`src/rtl/aes_uart_sequencer.sv`:
```
// aes_uart_sequencer: command sequencer between an 18-byte UART frame
// interface and an AES-128 encryption core.
//
// Ports:
//   clk, rst            clock; synchronous active-high reset
//   rx_frame, rx_valid  received frame (byte k = rx_frame[8k+7:8k]) and its
//                       one-cycle strobe; byte0 = cmd, byte17 = trailer,
//                       bytes16..1 = payload (byte16 is the MSB)
//   aes_key, aes_text_in, aes_ld        key, plaintext, load pulse to core
//   aes_done, aes_text_out              completion flag, ciphertext from core
//   tx_data, tx_send, tx_busy           response frame, send pulse, tx busy
//   busy, err                           not-idle flag, sticky error flag
//
// Optional build macro AES_SEQ_TIMEOUT_EN: bound the wait for aes_done to
// TIMEOUT_CYCLES cycles, then flag err and abort (responding with a zero
// payload for "F").
module aes_uart_sequencer #(
    parameter int FRAME_BYTES    = 18,
    parameter int TIMEOUT_CYCLES = 1024,
    parameter int TO_W           = 11
) (
    input  logic         clk,
    input  logic         rst,
    input  logic [143:0] rx_frame,
    input  logic         rx_valid,
    output logic [127:0] aes_key,
    output logic [127:0] aes_text_in,
    output logic         aes_ld,
    input  logic         aes_done,
    input  logic [127:0] aes_text_out,
    output logic [143:0] tx_data,
    output logic         tx_send,
    input  logic         tx_busy,
    output logic         busy,
    output logic         err
);

    localparam logic [2:0] IDLE      = 3'd0;
    localparam logic [2:0] LOAD      = 3'd1;
    localparam logic [2:0] WAIT0     = 3'd2;
    localparam logic [2:0] WAIT_DONE = 3'd3;
    localparam logic [2:0] CAPTURE   = 3'd4;
    localparam logic [2:0] RESP      = 3'd5;
    localparam logic [2:0] SEND      = 3'd6;

    localparam logic [7:0] CMD_A = 8'h41;
    localparam logic [7:0] CMD_B = 8'h42;
    localparam logic [7:0] CMD_C = 8'h43;
    localparam logic [7:0] CMD_D = 8'h44;
    localparam logic [7:0] CMD_E = 8'h45;
    localparam logic [7:0] CMD_F = 8'h46;

    // Fixed "A" reply: bytes 1..15 are the ASCII digits "123456789012345".
    localparam logic [119:0] A_DIGITS = 120'h353433323130393837363534333231;

    if (FRAME_BYTES != 18) begin : g_bad_frame
        $error("aes_uart_sequencer supports only FRAME_BYTES = 18");
    end
    if ((2 ** TO_W) <= TIMEOUT_CYCLES) begin : g_bad_to_w
        $error("aes_uart_sequencer needs 2**TO_W > TIMEOUT_CYCLES");
    end

    logic [2:0]   state;
    logic [127:0] ct_reg;
    logic         res_valid;
    logic         auto_resp;

    logic [7:0]   cmd;
    logic [7:0]   trailer;
    logic [127:0] payload;
    logic         frame_ok;
    logic [7:0]   status;

    assign cmd      = rx_frame[7:0];
    assign trailer  = rx_frame[143:136];
    assign payload  = rx_frame[135:8];
    assign frame_ok = rx_valid && (cmd == trailer);
    assign status   = {6'b0, res_valid, err};

    assign aes_ld  = (state == LOAD);
    assign tx_send = (state == SEND);
    assign busy    = (state != IDLE);

`ifdef AES_SEQ_TIMEOUT_EN
    logic [TO_W-1:0] to_cnt;
    logic            to_hit;

    assign to_hit = (to_cnt == TO_W'(TIMEOUT_CYCLES - 1));
`endif

    always_ff @(posedge clk) begin
        if (rst) begin
            state       <= IDLE;
            aes_key     <= '0;
            aes_text_in <= '0;
            tx_data     <= '0;
            err         <= 1'b0;
            ct_reg      <= '0;
            res_valid   <= 1'b0;
            auto_resp   <= 1'b0;
`ifdef AES_SEQ_TIMEOUT_EN
            to_cnt      <= '0;
`endif
        end else begin
            // Any frame arriving mid-command is dropped.
            if (rx_valid && (state != IDLE)) begin
                err <= 1'b1;
            end

            case (state)
                IDLE: begin
                    if (rx_valid && !frame_ok) begin
                        err <= 1'b1;
                    end else if (frame_ok) begin
                        case (cmd)
                            CMD_A: begin
                                tx_data <= {CMD_A, 8'h00, A_DIGITS, CMD_A};
                                err     <= 1'b0;
                                state   <= RESP;
                            end
                            CMD_B: begin
                                tx_data <= {status, ct_reg, CMD_B};
                                state   <= RESP;
                            end
                            CMD_C: begin
                                aes_key   <= payload;
                                res_valid <= 1'b0;
                            end
                            CMD_D: begin
                                aes_text_in <= payload;
                                res_valid   <= 1'b0;
                            end
                            CMD_E: begin
                                auto_resp <= 1'b0;
                                state     <= LOAD;
                            end
                            CMD_F: begin
                                auto_resp <= 1'b1;
                                state     <= LOAD;
                            end
                            default: err <= 1'b1;
                        endcase
                    end
                end

                LOAD: state <= WAIT0;

                // The core's done is still high from the previous run here.
                WAIT0: begin
`ifdef AES_SEQ_TIMEOUT_EN
                    to_cnt <= '0;
`endif
                    state <= WAIT_DONE;
                end

                WAIT_DONE: begin
                    if (aes_done) begin
                        state <= CAPTURE;
`ifdef AES_SEQ_TIMEOUT_EN
                    end else if (to_hit) begin
                        err <= 1'b1;
                        if (auto_resp) begin
                            tx_data <= {6'b0, res_valid, 1'b1, 128'h0, CMD_F};
                            state   <= RESP;
                        end else begin
                            state <= IDLE;
                        end
                    end else begin
                        to_cnt <= to_cnt + 1'b1;
`endif
                    end
                end

                // The response reports the fresh result, so build its
                // status with result-valid already set.
                CAPTURE: begin
                    ct_reg    <= aes_text_out;
                    res_valid <= 1'b1;
                    if (auto_resp) begin
                        tx_data <= {6'b0, 1'b1, err, aes_text_out, CMD_B};
                        state   <= RESP;
                    end else begin
                        state <= IDLE;
                    end
                end

                RESP: begin
                    if (!tx_busy) begin
                        state <= SEND;
                    end
                end

                SEND: state <= IDLE;

                default: state <= IDLE;
            endcase
        end
    end

endmodule

```
`config.mk`:
```
export PLATFORM = sky130hd
export DESIGN_NAME = aes_uart_sequencer
export DESIGN_NICKNAME = d
export VERILOG_FILES = /design/src/rtl/aes_uart_sequencer.sv
export SDC_FILE = /design/constraint.sdc
export NUM_CORES = 1
export LEC_CHECK = 0
export BUFFER_PORTS_ARGS = -buffer_cell sky130_fd_sc_hd__buf_2
export CAP_MARGIN = 20
export CORE_AREA = 2 2 265 267
export DETAILED_ROUTE_END_ITERATION = 10
export DIE_AREA = 0 0 267 269
export MAX_ROUTING_LAYER = met4
export SYNTH_ARGS = -nofsm -noshare
export SYNTH_HDL_FRONTEND = slang
export SYNTH_SLANG_ARGS = --single-unit
```
`constraint.sdc`:
```
create_clock -name clk -period 3 [get_ports clk]
set_input_delay 0.6 -clock clk [delete_from_list [all_inputs] [get_ports clk]]
set_output_delay 0.6 -clock clk [all_outputs]
set_load 0.05 [all_outputs]
```
==> results.tsv <==
stage	metric	value	unit
power	power.density	623	mW/mm2
worst_setup_path	cp_common_cell	buf_12	
cells_and_area	layoutNonFillerInstCount	4059	
clock_tree	clkLatencyLatePin	0.60	ns
sta	slew_viol_final	0	
synthesis	synth_common_cells	dfxtp_1 (523), nand2_1 (517), a21oi_1 (390), clkbuf_1 (205), nor3_1 (185)	
synthesis	ys_seq_elements	523	
hold_path	hp-start	aes_text_out[29]	
synthesis	netlist_area	0.0203	mm2
die	core_area	0.0693	mm2
sta	worst_hold_slack	0.244	ns
hold_path	worstHoldEndpoint	ct_reg[29]	
die	die_h	269	um
cells_and_area	fin_nets	3333	
cells_and_area	syn2layout_area_growth	31.1	%
die	chipWidth	267	um
global_route	grt_pass1_wl	111000	um
worst_setup_path	crit_arrival	3.00	ns
detailed_routing	first_pass_iters	5	
detailed_routing	wire_per_inst	18.8	um
cells_and_area	largest_register_ffs	133	
clock_tree	post_cts_resized	0	
clock_tree	cts_post_setup_buffers_inserted	0	
detailed_routing	ant_nets	0	
outcome	outcome	completed	
clock_tree	cts_sinks	523	
synthesis	synth_area_per_cell	8.09	um2
power	peakVddDrop	0.000382	V
synthesis	async_flop_share	0	%
clock_tree	ctsHoldBuffers	0	
sta	max-slew-margin-rel	47.1	%
die	die_area	0.0718	mm2
clock_tree	cts_max_level	2	
detailed_routing	drt-initial-drc-count	1435	
cells_and_area	final_layout_size_suffix_gt1_share	26.9	%
global_route	top_usage_layer	met2	
worst_setup_path	cp_cell_sequence	nor3_2, inv_2, or3_1, nor4_4, buf_12, or2_4, buf_12, a211oi_1	
sta	rsz0062_at_grt	false	
worst_setup_path	r2r_end	tx_data[9]	
synthesis	synth_cell_types	45	
synthesis	synth_area_leaders	dfxtp_1 (51%), a21oi_1 (9.6%), nand2_1 (9.5%)	
synthesis	post-synth-top-count-cell	dfxtp_1	
die	rows	97	
worst_setup_path	path_buf_inv	3	
clock_tree	cts_root_buffer	clkbuf_16	
synthesis	netlist.area_leader.share	51.5	%
worst_setup_path	critPathKind	flip-flop to flip-flop	
worst_setup_path	max_stage_delay	0.42	ns
flow_run	maxCapViolations	0	
detailed_routing	vias_per_cell	4.96	
worst_setup_path	rr_worst_depth	8	
hold_path	hold_depth	3	
die	design.portCount	681	
sta	hold_viol	0	
synthesis	synth_top_cell_by_area	dfxtp_1	
sta	setup_viol	0	
global_route	grt_pass1_vias	18180	
cells_and_area	post-route-util	38.5	%
global_route	antenna_found_initial	20	
place	io_buffers	670	
synthesis	yosysWarnings	0	
sta	fmax	0.392	GHz
cells_and_area	regMostFlops	tx_data	
hold_path	holdCritPathClass	input pin to flip-flop	
global_route	grt_use_met3	5.17	%
global_route	grt_overflow	0	
detailed_routing	drcViolationCount	0	
global_route	grtUsageMet2	30.9	%
clock_tree	cts_buffer_depth	3	
place	gp_congestion	0.861	
worst_setup_path	critPathMaxFanout	42	
sta	fin_skew	0.0193	ns
synthesis	ys.flop_type	dfxtp_1	
synthesis	synthCells	2516	
worst_setup_path	ff2ff_setup_slack	0.45	ns
synthesis	synth-edff-count	0	
worst_setup_path	end_kind	flip-flop	
detailed_routing	vias	20135	
worst_setup_path	startpoint_type	flip-flop	
power	p_leak	11.2	nW
detailed_routing	routed_wirelength	76500	um
worst_setup_path	slowest_stage	nor3_2	
sta	post-route-period-util	84.9	%
place	dp_cells	3936	
clock_tree	numCtsBuffers	58	
global_route	track_usage	20.4	%
synthesis	yosysSeqAreaShare	51.5	%
place	place_hpwl	52600	um
global_route	grt_use_met1	25.8	%
worst_setup_path	worstPathRequired	3.45	ns
clock_tree	cts_tree	built	
sta	final.setup.tns	0	ns
worst_setup_path	critPathTopFamily	simple AND/OR/NAND/NOR gates	
sta	worst_pin_slew	0.793	ns
cells_and_area	nFillCells	7250	
die	start_util	29.4	%
global_route	grt_max_degree	166	
sta	layout_min_cycle_time	2.55	ns
clock_tree	clk_pin_slew_worst_paths	0.06	ns
worst_setup_path	r2r_start	state[2]	
worst max path at each step:
stage	cells after the start	slack, ns	startpoint	endpoint
6_report	8	0.45	state[2]	tx_data[9]
5_1_grt	9	0.23	state[2]	tx_data[47]
4_1_cts	8	0.39	state[2]	tx_data[103]
3_5_place_dp	10	0.34	rx_frame[3]	tx_data[33]
3_3_place_gp	8	0.38	rx_frame[6]	aes_text_in[47]
2_1_floorplan	7	0.59	rx_frame[5]	aes_text_in[100]
area by class of cell:
class	instances	area (um2)	share of cell area, %
inverter	4	15.0	0.0563
multi-input combinational	1736	8860	33.2
sequential	523	10500	39.2
timing repair buffer	733	4250	15.9
tap	940	1180	4.41
clock inverter	15	146	0.549
clock buffer	87	1710	6.41
antenna	21	52.6	0.197
per-stage QoR:
| step | instance area [um2] | total power, mW | worst slack (ns) |
|---|---|---|---|
| final | 26700 | 16.6 | 0.452 |
| after global routing | 26700 | 17.4 | 0.234 |
| after CTS | 26600 | 16.9 | 0.386 |
| after detailed placement | 24800 | 9.82 | 0.342 |
| after global placement | 24800 | 9.80 | 0.376 |
| after floorplan | 20400 | 8.98 | 0.588 |
kinds of logic (layout without fill, tap and decap cells):
| logic type | Yosys count | after routing | share of synthesized area (%) |
|---|---|---|---|
| AOI/OAI and AO/OA | 738 | 738 | 20.8 |
| xor gates and xnor gates | 8 | 8 | 0.344 |
| buffers and inverters | 266 | 839 | 5.42 |
| DFF | 523 | 523 | 51.5 |
| muxes | 1 | 1 | 0.0492 |
| other | 1 | 31 | 0.0184 |
| and+or+nand+nor | 979 | 979 | 21.9 |
report_power, final:
group	internal, mW	switching [mW]	total (mW)
Combinational	0.710	1.55	2.26
Clock	4.08	2.91	6.99
Sequential	7.24	0.153	7.39
Total	12.0	4.61	16.6
metal layers:
| metal | vias to the layer above | share of wire [%] |
|---|---|---|
| met2 | 676 | 47 |
| li1 | 9799 | - |
| met5 | - | 0 |
| met3 | 147 | 7.6 |
| met4 | 0 | 3.2 |
| met1 | 9513 | 43 |
tightest hold or removal path: stages:
cell and delay (ns):
buf_2 0.10, nand2_1 0.05, a21oi_1 0.05
placed cells by master, fill, tap and decap left out, drive strengths merged, types with 3 or more instances in the layout:
cell type	instances
a211oi	79
a21boi	76
a21o	52
a21oi	390
a31oi	3
and2	3
buf	733
clkbuf	87
clkinv	11
conb	10
dfxtp	523
diode	21
inv	5
nand2	517
nand2b	4
nand3	133
nand4	4
nor2	60
nor3	186
nor4	4
nor4b	54
o21ai	132
xnor2	8
Power figures use the tool's default switching activity.
